==> config.mk <==
export PLATFORM = sky130hd
export DESIGN_NAME = id_ex_stage
export DESIGN_NICKNAME = d
export VERILOG_FILES = /design/src/rtl/id_ex_stage.sv
export SDC_FILE = /design/constraint.sdc
export NUM_CORES = 1
export LEC_CHECK = 0
export CAP_MARGIN = 0
export CORE_UTILIZATION = 35
export DETAILED_ROUTE_END_ITERATION = 8
export PLACE_DENSITY = 0.7
export SYNTH_ARGS = -nofsm -noshare
export SYNTH_HDL_FRONTEND = slang
export SYNTH_SLANG_ARGS = --single-unit
==> constraint.sdc <==
create_clock -name Clk -period 4.15 [get_ports Clk]
set_clock_uncertainty 0.05 [all_clocks]
set_input_delay 0.83 -clock Clk [delete_from_list [all_inputs] [get_ports Clk]]
set_output_delay 0.83 -clock Clk [all_outputs]
set_load 0.03 [all_outputs]
==> src/rtl/id_ex_stage.sv <==
// ID/EX pipeline register: captures decoded operands and control at the end of ID,
// and drives the EX-stage forwarding selects from the registered source numbers.
module id_ex_stage #(
  parameter int DATA_W  = 32,
  parameter int REG_AW  = 5,
  parameter int ALUOP_W = 4
) (
  input  logic               Clk,
  input  logic               Reset,
  input  logic               Stall,
  input  logic               Flush,
  input  logic [DATA_W-1:0]  IdRsData,
  input  logic [DATA_W-1:0]  IdRtData,
  input  logic [15:0]        IdImm16,
  input  logic               IdImmZeroExt,
  input  logic [REG_AW-1:0]  IdRs,
  input  logic [REG_AW-1:0]  IdRt,
  input  logic [REG_AW-1:0]  IdRd,
  input  logic [5:0]         IdCtrl,
  input  logic [ALUOP_W-1:0] IdALUOp,
  input  logic               WbRegWrite,
  input  logic [REG_AW-1:0]  WbRd,
  input  logic [DATA_W-1:0]  WbData,
  input  logic               ExMemRegWrite,
  input  logic [REG_AW-1:0]  ExMemRd,
  output logic [DATA_W-1:0]  ExRsData,
  output logic [DATA_W-1:0]  ExRtData,
  output logic [DATA_W-1:0]  ExImm,
  output logic [REG_AW-1:0]  ExRs,
  output logic [REG_AW-1:0]  ExRt,
  output logic [REG_AW-1:0]  ExRd,
  output logic [5:0]         ExCtrl,
  output logic [ALUOP_W-1:0] ExALUOp,
  output logic               ExALUSrc,
  output logic               ExValid,
  output logic [1:0]         FwdASel,
  output logic [1:0]         FwdBSel
);

  localparam logic [1:0] SEL_NONE  = 2'b00;
  localparam logic [1:0] SEL_MEMWB = 2'b01;
  localparam logic [1:0] SEL_EXMEM = 2'b10;

  // Upper bits beyond 32 are always zero, so wide datapaths see a 32-bit value.
  function automatic logic [DATA_W-1:0] extend_imm(input logic [15:0] imm,
                                                   input logic        zext);
    logic [DATA_W-1:0] r;
    r = '0;
    r[15:0] = imm;
    if (!zext && imm[15]) r[31:16] = 16'hFFFF;
    return r;
  endfunction

  // Register-file write happening this cycle wins over the stale read value.
  function automatic logic [DATA_W-1:0] wb_bypass(input logic [DATA_W-1:0] rf_data,
                                                  input logic [REG_AW-1:0] src);
    logic [DATA_W-1:0] r;
    r = rf_data;
    if (WbRegWrite && (WbRd != '0) && (WbRd == src)) r = WbData;
    return r;
  endfunction

  function automatic logic [1:0] fwd_sel(input logic              valid,
                                         input logic [REG_AW-1:0] src);
    logic [1:0] r;
    r = SEL_NONE;
    if (valid) begin
      if (ExMemRegWrite && (ExMemRd != '0) && (ExMemRd == src))
        r = SEL_EXMEM;
      else if (WbRegWrite && (WbRd != '0) && (WbRd == src))
        r = SEL_MEMWB;
    end
    return r;
  endfunction

  logic [DATA_W-1:0]  rs_data_q, rs_data_d;
  logic [DATA_W-1:0]  rt_data_q, rt_data_d;
  logic [DATA_W-1:0]  imm_q, imm_d;
  logic [REG_AW-1:0]  rs_q, rs_d;
  logic [REG_AW-1:0]  rt_q, rt_d;
  logic [REG_AW-1:0]  rd_q, rd_d;
  logic [5:0]         ctrl_q, ctrl_d;
  logic [ALUOP_W-1:0] aluop_q, aluop_d;
  logic               valid_q, valid_d;

  always_comb begin
    rs_data_d = rs_data_q;
    rt_data_d = rt_data_q;
    imm_d     = imm_q;
    rs_d      = rs_q;
    rt_d      = rt_q;
    rd_d      = rd_q;
    ctrl_d    = ctrl_q;
    aluop_d   = aluop_q;
    valid_d   = valid_q;
    if (Flush) begin
      rs_data_d = '0;
      rt_data_d = '0;
      imm_d     = '0;
      rs_d      = '0;
      rt_d      = '0;
      rd_d      = '0;
      ctrl_d    = '0;
      aluop_d   = '0;
      valid_d   = 1'b0;
    end else if (!Stall) begin
      rs_data_d = wb_bypass(IdRsData, IdRs);
      rt_data_d = wb_bypass(IdRtData, IdRt);
      imm_d     = extend_imm(IdImm16, IdImmZeroExt);
      rs_d      = IdRs;
      rt_d      = IdRt;
      rd_d      = IdRd;
      ctrl_d    = IdCtrl;
      aluop_d   = IdALUOp;
      valid_d   = 1'b1;
    end
  end

  // ID -> EX boundary
  always_ff @(posedge Clk) begin
    if (Reset) begin
      rs_data_q <= '0;
      rt_data_q <= '0;
      imm_q     <= '0;
      rs_q      <= '0;
      rt_q      <= '0;
      rd_q      <= '0;
      ctrl_q    <= '0;
      aluop_q   <= '0;
      valid_q   <= 1'b0;
    end else begin
      rs_data_q <= rs_data_d;
      rt_data_q <= rt_data_d;
      imm_q     <= imm_d;
      rs_q      <= rs_d;
      rt_q      <= rt_d;
      rd_q      <= rd_d;
      ctrl_q    <= ctrl_d;
      aluop_q   <= aluop_d;
      valid_q   <= valid_d;
    end
  end

  assign ExRsData = rs_data_q;
  assign ExRtData = rt_data_q;
  assign ExImm    = imm_q;
  assign ExRs     = rs_q;
  assign ExRt     = rt_q;
  assign ExRd     = rd_q;
  assign ExCtrl   = ctrl_q;
  assign ExALUOp  = aluop_q;
  assign ExALUSrc = ctrl_q[0];
  assign ExValid  = valid_q;

  // Selects depend only on registered sources and live downstream state.
  assign FwdASel = fwd_sel(valid_q, rs_q);
  assign FwdBSel = fwd_sel(valid_q, rt_q);

endmodule

==> flow_metrics.env, run 1 <==
export IMPL_synth_warnings=0
export IMPL_synth_edf_count=0
export IMPL_dp_hpwl_um=13700
export IMPL_p_int_mw=1.80
export IMPL_place_area_um2=8690
export IMPL_ff2ff_path_depth=2
export IMPL_worstPathArrival_ps=2960
export IMPL_cts_repair_resized=0
export IMPL_setup_viol=0
export IMPL_syn_area_um2=5950
export IMPL_cpPeakStageDelay_ps=580
export IMPL_yosysTopAreaCell="dfxtp_1"
export IMPL_crit_top_cell="clkdlybuf4s50_1"
export IMPL_pwr_share_seq_pct=41.7
export IMPL_swShare_pct=31.5
export IMPL_synth_async_reset_ratio_pct=0
export IMPL_maxCapViolCount=0
export IMPL_ys_seq_area_share_pct=36.0
export IMPL_peakVddDrop_uv=297
export IMPL_hold_buffers=0
export IMPL_r2r_end="ExImm[30]"
export IMPL_grt_pass1_wl_um=32300
export IMPL_worstHoldStart="ExRsData[10]"
export IMPL_postCtsSetupRepairBufs=0
export IMPL_fp_dieH_um=132
export IMPL_clkTransAtPathRegs_ps=70
export IMPL_crit_slowest_cell="clkdlybuf4s50_1"
export IMPL_final_cell_mix="clkdlybuf4s50_1 (277), dfxtp_1 (107), inv_1 (65)"
export IMPL_status="completed"
export IMPL_drtIter0Drc=394
export IMPL_clock_fmax_ghz=0.261
export IMPL_gp_congestion=0.883
export IMPL_ant_nets=0
export IMPL_startpoint_type="input port"
export IMPL_viasPerCell=5.58
export IMPL_wire_per_inst_um=19.9
export IMPL_io_pins=281
export IMPL_cts_sinks=107
export IMPL_cp_end_kind="primary output"
export IMPL_num_rows=47
export IMPL_port_buffers=280
export IMPL_cp_top_family="buffers and inverters"
export IMPL_vias=5786
export IMPL_path_cells="clkdlybuf4s50_1 > or4_1 > o21ai_0 > nor4_1 > and2_1 > clkdlybuf4s50_1"
export IMPL_required_ps=3270
export IMPL_final_period_minus_worst_setup_slack_ps=3840
export IMPL_critical_path_buf_inv_count=2
export IMPL_power_per_cell_area_nw_per_um2=293
export IMPL_combinationalPowerShare_pct=26.8
export IMPL_numCtsBuffers=9
export IMPL_coreArea_um2=16600
export IMPL_cts_tree="yes"
export IMPL_cp_depth=6
export IMPL_gr_total_overflow=0
export IMPL_synthToLayoutAreaGrowth_pct=50.8
export IMPL_relSlewSlack_pct=39.0
export IMPL_period_share_pct=92.5
export IMPL_final_cells=1036
export IMPL_initial_utilization_pct=35.9
export IMPL_syn_avg_cell_area_um2=9.93
export IMPL_setup_tns_ps=0
export IMPL_path_max_fanout=3
export IMPL_nets=965
export IMPL_ys_ff_latch=107
export IMPL_synth_cell_types=29
export IMPL_cts_root_buf="clkbuf_16"
export IMPL_routed_wl_um=20600
export IMPL_power_leakage_nw=3.06
export IMPL_groute_usage_overall_pct=23.1
export IMPL_drcViolationCount=0
export IMPL_hold_depth=2
export IMPL_grt_max_degree=86
export IMPL_r2r_slack_ps=3200
export IMPL_final_layout_size_suffix_gt1_share_pct=13.7
export IMPL_hold_class="reg2reg"
export IMPL_rsz0062_at_grt="false"
export IMPL_antenna_found_initial=0
export IMPL_final_common_cell="clkdlybuf4s50_1"
export IMPL_p_sw_mw=0.827
export IMPL_final_max_slew_viol_count=0
export IMPL_final_hold_viol_count=0
export IMPL_synth_top_area_share_pct=36.0
export IMPL_syn_nets=753
export IMPL_firstDrtPassIters=4
export IMPL_die_area_um2=17500
export IMPL_yosys_top_cells_area="dfxtp_1 (36%), a221oi_2 (15%), a41oi_1 (8.1%)"
export IMPL_synth_ff_type="dfxtp_1"
export IMPL_design_area_um2=8970
export IMPL_r2r_start="ExImm[30]"
export IMPL_crit_type="in2out"
export IMPL_die_width_um=132
export IMPL_worstMarginPinSlew_ps=913
export IMPL_dp_cells=1020
export IMPL_synthCells=599
export IMPL_antenna_cells=0
export IMPL_clk_latency_ps=340
export IMPL_fin_total_pwr_mw=2.63
export IMPL_grt_pass1_vias=5967
export IMPL_min_to="ExRsData[10]"
export IMPL_cts_max_path_buffers=2
export IMPL_p_clk_share_pct=31.5
export IMPL_cts_htree_levels=3
export IMPL_final_util_pct=54.1
## registers in the layout, summed over array words and instances (netlist names)
register	flops
ExCtrl	6
ExALUOp	4
ExRtData	32
ExRsData	32
ExRd	5
ExRt	5
ExValid	1
ExImm	17
ExRs	5
## cells by family after synthesis
logic type	count (synthesis)	share of synthesized area, %
muxes	41	6.90
buffers and inverters	158	12.6
AOI/OAI and AO/OA	197	35.0
and+or+nand+nor	66	5.05
DFF	107	36.0
xor gates and xnor gates	30	4.42
## how the worst max path moves through the flow
stage               start    endpoint  slack (ps)
6_report       ExMemRd[1]  FwdASel[1]         310
5_1_grt        ExMemRd[1]  FwdASel[1]         240
4_1_cts        ExMemRd[1]  FwdBSel[1]         330
3_5_place_dp   ExMemRd[1]  FwdBSel[1]         350
3_3_place_gp   ExMemRd[1]  FwdBSel[1]         380
2_1_floorplan  ExMemRd[1]  FwdASel[0]         640
## worst register-to-register path: stages, from the launching register on
cell	delay (ps)
dfxtp_1	610
a21oi_1	130
nor2_1	100
## cell usage after synthesis (9+ instances only)
cell type and number:
dfxtp_1 107, inv_1 65, o31ai_1 64, a221oi_2 60
a41oi_1 55, clkbuf_1 55, nor2_1 44, mux2i_1 41
xor2_1 18, buf_4 16, buf_6 12, xnor2_1 12
a41oi_2 9
## per-stage QoR
stage | worst slack [ps] | hold slack [ps]
global placement | 384 | 407
floorplan | 645 | 541
CTS | 330 | 421
detailed placement | 349 | 408
global route | 245 | 447
finish | 313 | 421
## routing by layer
| metal | vias up | GRT usage (%) | routed length, um |
|---|---|---|---|
| li1 | 2681 | - | - |
| met1 | 2827 | 28.9 | 8900 |
| met2 | 254 | 39.5 | 9900 |
| met3 | 24 | 4.96 | 1470 |
| met4 | 0 | 7.34 | 337 |
| met5 | - | 0 | 0 |
## area by class of cell
| cell class | count | area [um2] |
|---|---|---|
| Fill cell | 1452 | 7610 |
| Clock inverter | 6 | 40.0 |
| Multi-Input combinational cell | 334 | 3090 |
| Tap cell | 220 | 275 |
| Timing Repair Buffer | 294 | 2940 |
| Sequential cell | 107 | 2140 |
| Inverter | 65 | 244 |
| Clock buffer | 10 | 239 |
## power by group through the flow
stage / registers (mW) / clock network [mW] / logic (mW)
after floorplan: 1.19 / 0 / 0.309
final: 1.09 / 0.827 / 0.704
after global routing: 1.10 / 0.898 / 0.746
after detailed placement: 1.12 / 0 / 0.701
after CTS: 1.09 / 0.848 / 0.704
after global placement: 1.12 / 0 / 0.692
Note: power is estimated with default switching activity, not from simulation.
==> run 2: changes to the inputs <==
--- a/config.mk
+++ b/config.mk
@@ -6,6 +6,7 @@
 export NUM_CORES = 1
 export LEC_CHECK = 0
 export CAP_MARGIN = 0
+export CORE_MARGIN = 2
 export CORE_UTILIZATION = 35
 export DETAILED_ROUTE_END_ITERATION = 8
 export PLACE_DENSITY = 0.7
==> flow_metrics.env, run 2 (same netlist as run 1, synthesis figures left out) <==
export IMPL_status="completed"
export IMPL_path_max_fanout=3
export IMPL_grt_pass1_wl_um=31800
export IMPL_n_fill_cell=1473
export IMPL_drcViolationCount=0
export IMPL_setup_viol=0
export IMPL_power_per_cell_area_nw_per_um2=297
export IMPL_initial_utilization_pct=35.9
export IMPL_grt_max_degree=65
export IMPL_period_share_pct=92.7
export IMPL_die_area_um2=18100
export IMPL_dp_hpwl_um=14000
export IMPL_hold_buffers=0
export IMPL_final_common_cell="clkdlybuf4s50_1"
export IMPL_cts_root_buf="clkbuf_16"
export IMPL_routed_wl_um=20600
export IMPL_peakVddDrop_uv=181
export IMPL_dp_cells=1018
export IMPL_clkTransAtPathRegs_ps=70
export IMPL_final_period_minus_worst_setup_slack_ps=3850
export IMPL_worstPathArrival_ps=2970
export IMPL_startpoint_type="input port"
export IMPL_setup_tns_ps=0
export IMPL_final_hold_viol_count=0
export IMPL_gr_total_overflow=0
export IMPL_power_leakage_nw=3.06
export IMPL_cts_sinks=107
export IMPL_cts_repair_resized=0
export IMPL_grt_pass1_vias=5799
export IMPL_cp_end_kind="primary output"
export IMPL_relSlewSlack_pct=38.4
export IMPL_die_width_um=134
export IMPL_fin_total_pwr_mw=2.66
export IMPL_worstMarginPinSlew_ps=922
export IMPL_nets=963
export IMPL_cts_max_path_buffers=2
export IMPL_cts_tree="yes"
export IMPL_final_cells=1032
export IMPL_antenna_cells=0
export IMPL_fp_dieH_um=134
export IMPL_final_util_pct=54.0
export IMPL_ant_nets=0
export IMPL_drtIter0Drc=367
export IMPL_rsz0062_at_grt="false"
export IMPL_firstDrtPassIters=5
export IMPL_timing_hold_ws_ps=417
export IMPL_gp_congestion=0.877
export IMPL_port_buffers=280
export IMPL_required_ps=3270
export IMPL_hold_class="reg2reg"
export IMPL_final_max_slew_viol_count=0
export IMPL_final_layout_size_suffix_gt1_share_pct=13.2
export IMPL_groute_usage_overall_pct=22.3
export IMPL_postCtsSetupRepairBufs=0
export IMPL_clock_fmax_ghz=0.260
export IMPL_io_pins=281
export IMPL_coreArea_um2=16600
export IMPL_maxCapViolCount=0
export IMPL_antenna_found_initial=0
export IMPL_clk_latency_ps=350
export IMPL_viasPerCell=5.50
export IMPL_wire_per_inst_um=20.0
export IMPL_numCtsBuffers=9
export IMPL_crit_type="in2out"
export IMPL_cts_htree_levels=3
export IMPL_num_rows=47
export IMPL_vias=5672
export IMPL_synthToLayoutAreaGrowth_pct=50.5
export IMPL_final_cell_mix="clkdlybuf4s50_1 (277), dfxtp_1 (107), inv_1 (65)"
## run 2: cell types whose count changed in the layout (fill, tap and decap cells not counted), sizes merged
cell      before  now
inv           66   65
bufinv         0    1
buf           16   14
clkinvlp       1    0
clkinv         4    2
clkbuf        11   12
## run 2: critical path, stage by stage
cell             delay (ps)
clkdlybuf4s50_1         480
or4_1                   550
o21ai_0                 230
nor4_1                  110
nor4_1                  450
buf_4                   200
buf_12                  110
## run 2: where the power goes
group / internal, mW / switching [mW] / total, mW / leakage (nW)
clock network: 0.477 / 0.389 / 0.865 / 0.141
logic: 0.306 / 0.394 / 0.699 / 2.04
registers: 1.07 / 0.0277 / 1.10 / 0.875
## run 2: cell type report
cell class                      instances  area (um2)  area share (%)
Multi-Input combinational cell        334        3080            34.4
Tap cell                              220         275            3.07
Timing Repair Buffer                  292        2930            32.7
Clock buffer                           11         243            2.71
Clock inverter                          3        40.0           0.447
Inverter                               65         244            2.72
Sequential cell                       107        2140            23.9
## run 2: layer usage
| layer | vias up | track usage, % | wire length, um |
|---|---|---|---|
| met5 | - | 0 | 0 |
| met4 | 0 | 6.32 | 266 |
| met3 | 21 | 5.52 | 1620 |
| met2 | 245 | 37.8 | 10100 |
| met1 | 2740 | 28.0 | 8660 |
| li1 | 2666 | - | - |
## run 2: through the flow
step	area, um2	worst slack [ps]
2_1_floorplan	5950	645
3_3_place_gp	8670	403
3_5_place_dp	8670	325
4_1_cts	8950	315
5_1_grt	8950	186
6_report	8950	302
## run 2: path summary, 6_finish.rpt
path	start	cells past startpoint	slack, ps	to
setup / recovery	ExMemRd[1]	7	300	FwdBSel[0]
setup reg to reg	ExImm[30]	2	3200	ExImm[30]
hold / removal	ExRtData[30]	2	420	ExRtData[30]
hold reg to reg	ExRtData[30]	2	420	ExRtData[30]
